--- src/rtl/camera_ycbcr_capture.sv ---
// Camera capture front end: takes a YCbCr 4:2:2 byte stream (Cb,Y0,Cr,Y1),
// writes one framebuffer pixel per Y sample as gray, RGB or threshold overlay,
// and reports a per-frame count and bounding box of threshold matches.
//
// Handshake: there is no back-pressure. wren is a one-pclk strobe qualifying
// wr_x/wr_y/rgb, and det_valid is a one-pclk strobe qualifying det_* and line_err;
// a consumer must accept on the cycle the strobe is high.
module camera_ycbcr_capture #(
    parameter int H_ACTIVE = 640,
    parameter int V_ACTIVE = 480,
    parameter int CH_BITS  = 3
) (
    input  logic                   pclk,
    input  logic                   reset,
    input  logic                   cam_vsync,
    input  logic                   href,
    input  logic [7:0]             pixel,
    input  logic [1:0]             mode,
    input  logic [7:0]             y_thr,
    input  logic [7:0]             cb_thr,
    input  logic [7:0]             cr_thr,
    output logic                   wren,
    output logic [9:0]             wr_x,
    output logic [9:0]             wr_y,
    output logic [3*CH_BITS-1:0]   rgb,
    output logic                   det_valid,
    output logic [19:0]            det_count,
    output logic [9:0]             det_xmin,
    output logic [9:0]             det_xmax,
    output logic [9:0]             det_ymin,
    output logic [9:0]             det_ymax,
    output logic                   det_found,
    output logic                   line_err
);

    // Counters are one bit wider than the coordinate outputs so that long
    // lines/frames saturate instead of wrapping back into the visible window.
    localparam logic [10:0]        H_LIM   = 11'(H_ACTIVE);
    localparam logic [10:0]        V_LIM   = 11'(V_ACTIVE);
    localparam logic [CH_BITS-1:0] CH_ONES = '1;
    localparam logic [CH_BITS-1:0] CH_ZERO = '0;

    typedef enum logic [1:0] {
        WAIT_VSYNC_UP   = 2'd0,
        WAIT_VSYNC_DOWN = 2'd1,
        ACTIVE          = 2'd2
    } state_t;

    state_t       state;
    logic [1:0]   phase;
    logic         byte_seen;
    logic [10:0]  x_cnt;
    logic [10:0]  y_cnt;
    logic [7:0]   cb_r;
    logic [7:0]   cr_r;
    logic [7:0]   y0_r;

    // Per-frame copies of the runtime controls, frozen at frame start.
    logic [1:0]   mode_s;
    logic [7:0]   y_thr_s;
    logic [7:0]   cb_thr_s;
    logic [7:0]   cr_thr_s;

    // Detection accumulators for the frame in progress.
    logic [19:0]  acc_count;
    logic [9:0]   acc_xmin;
    logic [9:0]   acc_xmax;
    logic [9:0]   acc_ymin;
    logic [9:0]   acc_ymax;
    logic         acc_err;

    logic [7:0]            pix_y;
    logic [7:0]            pix_cb;
    logic [7:0]            pix_cr;
    logic signed [17:0]    y_s;
    logic signed [17:0]    d_s;
    logic signed [17:0]    e_s;
    logic signed [17:0]    r_s;
    logic signed [17:0]    g_s;
    logic signed [17:0]    b_s;
    logic [CH_BITS-1:0]    gray_ch;
    logic                  pix_match;
    logic                  in_window;
    logic [3*CH_BITS-1:0]  pix_rgb;

    // Clamp a converted channel to 0..255 and keep its top CH_BITS bits.
    function automatic logic [CH_BITS-1:0] top_bits(input logic signed [17:0] v);
        if (v < 18'sd0) begin
            return CH_ZERO;
        end else if (v > 18'sd255) begin
            return CH_ONES;
        end else begin
            return v[7 -: CH_BITS];
        end
    endfunction

    // Colour of the pixel being emitted this cycle: at phase 2 it is Y0 with the
    // Cr on the bus, at phase 3 it is Y1 with the stored Cb/Cr of the group.
    always_comb begin
        pix_y  = pixel;
        pix_cb = cb_r;
        pix_cr = cr_r;
        if (phase == 2'd2) begin
            pix_y  = y0_r;
            pix_cr = pixel;
        end
        y_s = $signed({10'd0, pix_y});
        d_s = $signed({10'd0, pix_cb}) - 18'sd128;
        e_s = $signed({10'd0, pix_cr}) - 18'sd128;
        r_s = y_s + ((18'sd359 * e_s) >>> 8);
        g_s = y_s - ((18'sd88 * d_s + 18'sd183 * e_s) >>> 8);
        b_s = y_s + ((18'sd454 * d_s) >>> 8);
        gray_ch   = pix_y[7 -: CH_BITS];
        pix_match = (pix_y > y_thr_s) && (pix_cb > cb_thr_s) && (pix_cr > cr_thr_s);
        in_window = (x_cnt < H_LIM) && (y_cnt < V_LIM);
        case (mode_s)
            2'd1: pix_rgb = {top_bits(r_s), top_bits(g_s), top_bits(b_s)};
            2'd2: begin
                if (!pix_match) begin
                    pix_rgb = {gray_ch, gray_ch, gray_ch};
                end else if (acc_count == 20'd0) begin
                    pix_rgb = {CH_ONES, CH_ZERO, CH_ZERO};
                end else begin
                    pix_rgb = {CH_ZERO, CH_ONES, CH_ZERO};
                end
            end
            default: pix_rgb = {gray_ch, gray_ch, gray_ch};
        endcase
    end

    // Frame/line sequencing, byte capture, pixel writes and detection results.
    always_ff @(posedge pclk or negedge reset) begin
        if (!reset) begin
            state     <= WAIT_VSYNC_UP;
            phase     <= 2'd0;
            byte_seen <= 1'b0;
            x_cnt     <= 11'd0;
            y_cnt     <= 11'd0;
            cb_r      <= 8'd0;
            cr_r      <= 8'd0;
            y0_r      <= 8'd0;
            mode_s    <= 2'd0;
            y_thr_s   <= 8'd0;
            cb_thr_s  <= 8'd0;
            cr_thr_s  <= 8'd0;
            acc_count <= 20'd0;
            acc_xmin  <= 10'd0;
            acc_xmax  <= 10'd0;
            acc_ymin  <= 10'd0;
            acc_ymax  <= 10'd0;
            acc_err   <= 1'b0;
            wren      <= 1'b0;
            wr_x      <= 10'd0;
            wr_y      <= 10'd0;
            rgb       <= '0;
            det_valid <= 1'b0;
            det_count <= 20'd0;
            det_xmin  <= 10'd0;
            det_xmax  <= 10'd0;
            det_ymin  <= 10'd0;
            det_ymax  <= 10'd0;
            det_found <= 1'b0;
            line_err  <= 1'b0;
        end else begin
            wren      <= 1'b0;
            det_valid <= 1'b0;
            case (state)
                WAIT_VSYNC_UP: begin
                    if (cam_vsync) state <= WAIT_VSYNC_DOWN;
                end
                WAIT_VSYNC_DOWN: begin
                    if (!cam_vsync) begin
                        // Frame start: freeze controls and start from an empty box.
                        state     <= ACTIVE;
                        mode_s    <= mode;
                        y_thr_s   <= y_thr;
                        cb_thr_s  <= cb_thr;
                        cr_thr_s  <= cr_thr;
                        phase     <= 2'd0;
                        byte_seen <= 1'b0;
                        x_cnt     <= 11'd0;
                        y_cnt     <= 11'd0;
                        acc_count <= 20'd0;
                        acc_xmin  <= 10'd1023;
                        acc_xmax  <= 10'd0;
                        acc_ymin  <= 10'd1023;
                        acc_ymax  <= 10'd0;
                        acc_err   <= 1'b0;
                    end
                end
                ACTIVE: begin
                    if (cam_vsync) begin
                        // Frame end, also aborting any line still in progress.
                        state     <= WAIT_VSYNC_DOWN;
                        det_valid <= 1'b1;
                        det_count <= acc_count;
                        det_xmin  <= acc_xmin;
                        det_xmax  <= acc_xmax;
                        det_ymin  <= acc_ymin;
                        det_ymax  <= acc_ymax;
                        det_found <= (acc_count != 20'd0);
                        line_err  <= acc_err;
                        acc_count <= 20'd0;
                        acc_xmin  <= 10'd1023;
                        acc_xmax  <= 10'd0;
                        acc_ymin  <= 10'd1023;
                        acc_ymax  <= 10'd0;
                        acc_err   <= 1'b0;
                        phase     <= 2'd0;
                        byte_seen <= 1'b0;
                        x_cnt     <= 11'd0;
                        y_cnt     <= 11'd0;
                    end else if (href) begin
                        byte_seen <= 1'b1;
                        phase     <= phase + 2'd1;
                        case (phase)
                            2'd0:    cb_r <= pixel;
                            2'd1:    y0_r <= pixel;
                            2'd2:    cr_r <= pixel;
                            default: ;
                        endcase
                        if (phase[1]) begin
                            if (x_cnt != 11'h7FF) x_cnt <= x_cnt + 11'd1;
                            if (in_window) begin
                                wren <= 1'b1;
                                wr_x <= x_cnt[9:0];
                                wr_y <= y_cnt[9:0];
                                rgb  <= pix_rgb;
                                if (pix_match) begin
                                    if (acc_count != 20'hFFFFF) acc_count <= acc_count + 20'd1;
                                    if (x_cnt[9:0] < acc_xmin) acc_xmin <= x_cnt[9:0];
                                    if (x_cnt[9:0] > acc_xmax) acc_xmax <= x_cnt[9:0];
                                    if (y_cnt[9:0] < acc_ymin) acc_ymin <= y_cnt[9:0];
                                    if (y_cnt[9:0] > acc_ymax) acc_ymax <= y_cnt[9:0];
                                end
                            end
                        end
                    end else begin
                        // First low href after any byte is the line end;
                        // partial Cb/Cr groups are simply dropped.
                        phase     <= 2'd0;
                        x_cnt     <= 11'd0;
                        byte_seen <= 1'b0;
                        if (byte_seen) begin
                            if (y_cnt != 11'h7FF) y_cnt <= y_cnt + 11'd1;
                            if (x_cnt != H_LIM) acc_err <= 1'b1;
                        end
                    end
                end
                default: state <= WAIT_VSYNC_UP;
            endcase
        end
    end

endmodule

--- config.mk ---
export PLATFORM = sky130hd
export DESIGN_NAME = camera_ycbcr_capture
export DESIGN_NICKNAME = d
export VERILOG_FILES = /design/src/rtl/camera_ycbcr_capture.sv
export SDC_FILE = /design/constraint.sdc
export NUM_CORES = 1
export LEC_CHECK = 0
export BUFFER_PORTS_ARGS = -buffer_cell sky130_fd_sc_hd__clkbuf_2
export CORE_MARGIN = 3
export CORE_UTILIZATION = 55
export CTS_CLUSTER_DIAMETER = 120
export DETAILED_ROUTE_END_ITERATION = 8
export HOLD_SLACK_MARGIN = 0.08
export PLACE_DENSITY = 0.74
export SYNTH_ARGS = -nofsm -noshare
export SYNTH_HDL_FRONTEND = slang
export SYNTH_SLANG_ARGS = --single-unit
export TNS_END_PERCENT = 50
--- constraint.sdc ---
create_clock -name pclk -period 17.11 [get_ports pclk]
set_input_delay 0.8555 -clock pclk [delete_from_list [all_inputs] [get_ports pclk]]
set_output_delay 0.8555 -clock pclk [all_outputs]
set_load 0.01 [all_outputs]
* Word level (Yosys, flattened, before mapping)
Cells that the tools add are included.
** Storage, ports and cells
- Register bits after elaboration :: 231
- Latch bits :: 0
- RAM bits :: 0
- Bits in read-only memories :: 0
- Output and inout bits :: 93
- Memories kept :: 0
** Cells by class
- Add/sub/neg operators :: 10
- Multipliers :: 4
- Divide/modulo/power cells :: 0
- Order comparisons :: 15
- Equal/unequal tests :: 27
- Shift-type cells :: 0
- Muxes and demuxes :: 83
- Bitwise operators :: 1
- Reductions and logical operators :: 25
** Operators by type and width (number)
- 2-to-1 mux 10 bit :: 26
- 2-to-1 mux 20 bit :: 7
- 2-to-1 mux 11 bit :: 9
- case mux 10 bit (2 select lines) :: 4
- case mux 11 bit (2 select lines) :: 2
- case mux 20 bit (2 select lines) :: 1
- != test 3 bit (second input constant) :: 13
- AND reduction 7 bit :: 5
- > comparator 11 x 9 -> 1 bit (second input constant) :: 3
- < comparator 11 x 1 -> 1 bit (second input constant) :: 3
- > comparator 8 bit :: 3
- adder 11 x 1 -> 11 bit (second input constant) :: 2
- adder 9 x 10 -> 11 bit :: 2
- != test 11 bit (second input constant) :: 2
- adder 20 x 1 -> 20 bit (second input constant) :: 1
- > comparator 10 bit :: 2
- zero test 20 bit :: 1
- < comparator 10 bit :: 2
- != test 20 bit (second input constant) :: 1
- nonzero test 20 bit :: 1
- adder 17 x 18 -> 18 bit :: 1
- multiplier 10 x 9 -> 18 bit (first input constant) :: 1
- multiplier 9 x 9 -> 18 bit (first input constant) :: 1
- 2-to-1 mux 3 bit :: 6
- 29 further kinds :: 66

* Depth between registers and ports, before layout
- Word-level depth :: 11
- Gate-level depth with buffers :: 32

* Least setup slack after synthesis
Ideal clock, no wire load.
- Kind :: reg-to-reg
- Start :: register phase[0]
- End :: register rgb[4]
- Setup time :: 140 ps
- Arrival time :: 7668 ps
- Required time :: 16970 ps
- Path slack :: 9301 ps
- Stages on the path, launching flop included :: 32
- Period minus slack after synthesis :: 7809 ps
- Cell sequence :: dfrtp_1 > inv_1 > ha_1 > clkbuf_1 > clkbuf_1 > mux2i_1 > inv_1 > ha_1 > fa_1 > inv_1 > fa_1 > inv_1 > fa_1 > fa_1 > ha_1 > nand3_1 > o311ai_0 > nor2_1 > nor2b_1 > nor2_1 > nor2b_1 > o21a_1 > o21a_1 > or2_2 > ha_1 > o21ai_0 > nand2b_1 > nand3_1 > o211a_1 > o311a_1 > a41oi_1 > o221ai_1
** On the way
- Word-level cells in the longest chain between the ends :: 10
- Elaborated cells on any way between the ends :: 17
- Those cells by class :: 3 x add/sub; 1 x mul; 4 x order compare; 1 x eq/ne; 6 x mux; 2 x reduce/logical
** Ends and longest elaborated chain
- from (decl) :: RTL line 50 : logic [1:0] phase;
- from (signal assigned) :: RTL line 215 : phase <= phase + 2'd1;
- equality test 2 bit * :: RTL line 103 : if (phase == 2'd2) begin
- 2-to-1 mux 8 bit *
- subtractor 8 x 8 -> 9 bit * :: RTL line 109 : e_s = $signed({10'd0, pix_cr}) - 18'sd128;
- named net e_s[0] :: RTL line 77 : logic signed [17:0] e_s;
- multiplier 9 x 9 -> 18 bit * :: RTL line 111 : g_s = y_s - ((18'sd88 * d_s + 18'sd183 * e_s) >>> 8);
- adder 17 x 18 -> 18 bit * :: RTL line 111
- subtractor 9 x 10 -> 11 bit * :: RTL line 111
- > comparator 11 x 9 -> 1 bit :: RTL line 90 : end else if (v > 18'sd255) begin
- 2-to-1 mux 3 bit :: RTL line 90
- 2-to-1 mux 3 bit * :: RTL line 88 : if (v < 18'sd0) begin
- case mux 9 bit (2 select lines) * :: RTL line 116 : case (mode_s)
- to (signal assigned) :: RTL line 228 : rgb <= pix_rgb;
- to (decl) :: RTL line 25 : output logic [3*CH_BITS-1:0] rgb,
Mark *: on every way through the listed nets, which the timed path passes. The rest lies on a longest branch.
A chain may end at the register's enable or synchronous reset.

* Worst setup path in the final report
- Start :: register phase[0]
- End :: register rgb[5]
Same word-level chain as after synthesis.

==> metrics.csv <==
metric,value,unit
status,"finished, final reports clean",
fin_skew,0.02651,ns
critPathKind,flip-flop to flip-flop,
slowest_delay,0.85,ns
cap_violations,0,
reg2reg_depth,29,
fin_crit,8.499,ns
die_x,182.9,um
synth_edf_count,0,
ctsResizeCount,0,
synth.avg_cell_area,9.604,um^2
cts_setup_buffers,0,
fp.dieH,182.9,um
synth_mux_area_share,5.768,%
gp_congestion,0.9215,
die-area,33430,um^2
vias,13140,
grt_pass1_vias,13330,
grt_max_degree,117,
synthAdderAreaFrac,25.92,%
dp_hpwl,32520,um
final_common_cell,ha_1,
cp-start-kind,flip-flop,
nets,2257,
slew_violations,0,
htreeDepth,1,
clock_sinks,231,
synth_seq_cells,231,
yosys.area_share.simple,12.61,%
start_util,56.09,%
arrival,8.90,ns
firstDrtPassIters,5,
vias_per_cell,5.662,
drive_above_1_share,13.73,%
io_buffers,130,
holdBufCountCts,0,
routed_wl,42110,um
overflow,0,
boundaryPins,131,
root_buffer,clkbuf_16,
end_kind,flip-flop,
cts_buffers,25,
clk_latency,0.55,ns
ys_seq_area_share,33.60,%
syn_inst,1791,
grt_use_total,25.36,%
slew_headroom,30.14,%
synthXorXnorAreaFrac,2.749,%
tightest_slew,1.048,ns
clk_pin_slew,0.06,ns
cts_tree,done,
synth_cell_types,69,
critical-path-slowest-cell,ha_1,
rows,64,
wl_per_cell,18.15,um
synth_compound_gate_area_share,12.84,%
coreArea,30670,um^2
synth_nets,2144,
yosysWarnings,0,
rsz0062_at_grt,false,
fin_util,62.28,%
dr.first_iter.drc_count,855,
area_delta_synth_final,11.05,%
ant_nets,0,
synth_top_family_by_area,adder cells,
setup_tns,0,ns
whs,0.4100,ns
final_cell_mix,"ha_1 (246), inv_1 (240), dfrtp_1 (231)",
finalSetupViolations,0,
grt_pass1_wl,69190,um
drc,0,
period_share,49.67,%
hold_viol,0,
antenna_found_initial,3,
required,17.52,ns
crit_fanout,16,
async_flop_share,100.0,%
syn-cell-area,17200,um^2
fmax,0.1177,GHz
worstHoldPathType,input port to async pin,
synth-main-ff-cell,dfrtp_1,
clockBufferDepth,3,
critical path: cells and delay by family (launching register included):
kind / cells / cell delay [ns]
flip-flops: 1 / 0.41
buffers and inverters: 4 / 0.45
AO/OA/AOI/OAI: 8 / 1.81
AND/OR/NAND/NOR: 8 / 1.31
multiplexers: 1 / 0.53
adder cells (fa/ha/maj): 8 / 3.81
final timing paths:
kind / from / endpoint / slack [ns]
max in group asynchronous: reset / wren$_DFF_PN0_ / 14.68
min in group pclk: det_found$_DFFE_PN0P_ / det_found$_DFFE_PN0P_ / 0.48
setup reg to reg: phase[0]$_DFFE_PN0P_ / rgb[5]$_DFFE_PN0P_ / 8.61
hold / removal: reset / det_count[6]$_DFFE_PN0P_ / 0.41
setup / recovery: phase[0]$_DFFE_PN0P_ / rgb[5]$_DFFE_PN0P_ / 8.61
hold reg to reg: det_found$_DFFE_PN0P_ / det_found$_DFFE_PN0P_ / 0.48
per-stage QoR:
stage	setup WS, ns	std cells	cell area, um^2
2_1_floorplan	9.301	1791	17200
3_3_place_gp	8.946	2273	18230
3_5_place_dp	8.710	2273	18230
4_1_cts	8.650	2319	19100
5_1_grt	7.944	2320	19100
6_report	8.611	2320	19100
synthesized netlist by cell type (all sizes together) (11+ instances only):
cell      n  area share [%]
xnor2    30             1.5
and3     12            0.52
nor2     95             2.1
fa       69             8.0
nand2b   12            0.44
a21o     34             1.5
or3      22            0.83
xor2     24             1.2
a31oi    11            0.40
nand2   193             4.2
nor3     15            0.47
a21oi    67             2.0
dfrtp   231              34
nand3    31            0.90
o21ai   120             3.5
o21a     19            0.83
mux2     49             3.2
nor2b    15            0.55
inv     241             5.3
clkbuf   46             1.0
nand4    25            0.91
ha      246              18
mux2i    44             2.6
a22o     19            0.97
cell type report:
cell class / count / area, um^2
antenna: 1 / 2.502
clock buffer: 36 / 747.0
clock inverter: 10 / 121.4
fill: 2563 / 11570
inverter: 241 / 904.6
multi-input combinational: 1265 / 10310
sequential: 231 / 5781
tap: 396 / 495.5
timing repair buffer: 140 / 735.7
metal layers:
metal  vias up  GRT usage [%]  share of wire [%]
met1      6429          35.07                 46
met2       307          42.76                 47
met5         -              0              0.031
li1       6338              -                  -
met3        59          3.451                4.9
met4         2          6.048                2.0
flip-flops by register name, indices dropped and copies added, names as in the netlist, 11 cells and up:
signal	count
acc_count	20
det_count	20
x_cnt	11
y_cnt	11
kinds of logic after synthesis:
logic type / after synthesis
buffers and inverters: 295
flip-flops: 231
AND/OR/NAND/NOR: 460
XOR/XNOR: 54
multiplexers: 93
adder cells (fa/ha/maj): 315
AO/OA/AOI/OAI: 343
Power is left out: the tool's default activity adds up to more than one toggle a clock period on the data nets, which glitch-free logic cannot reach.
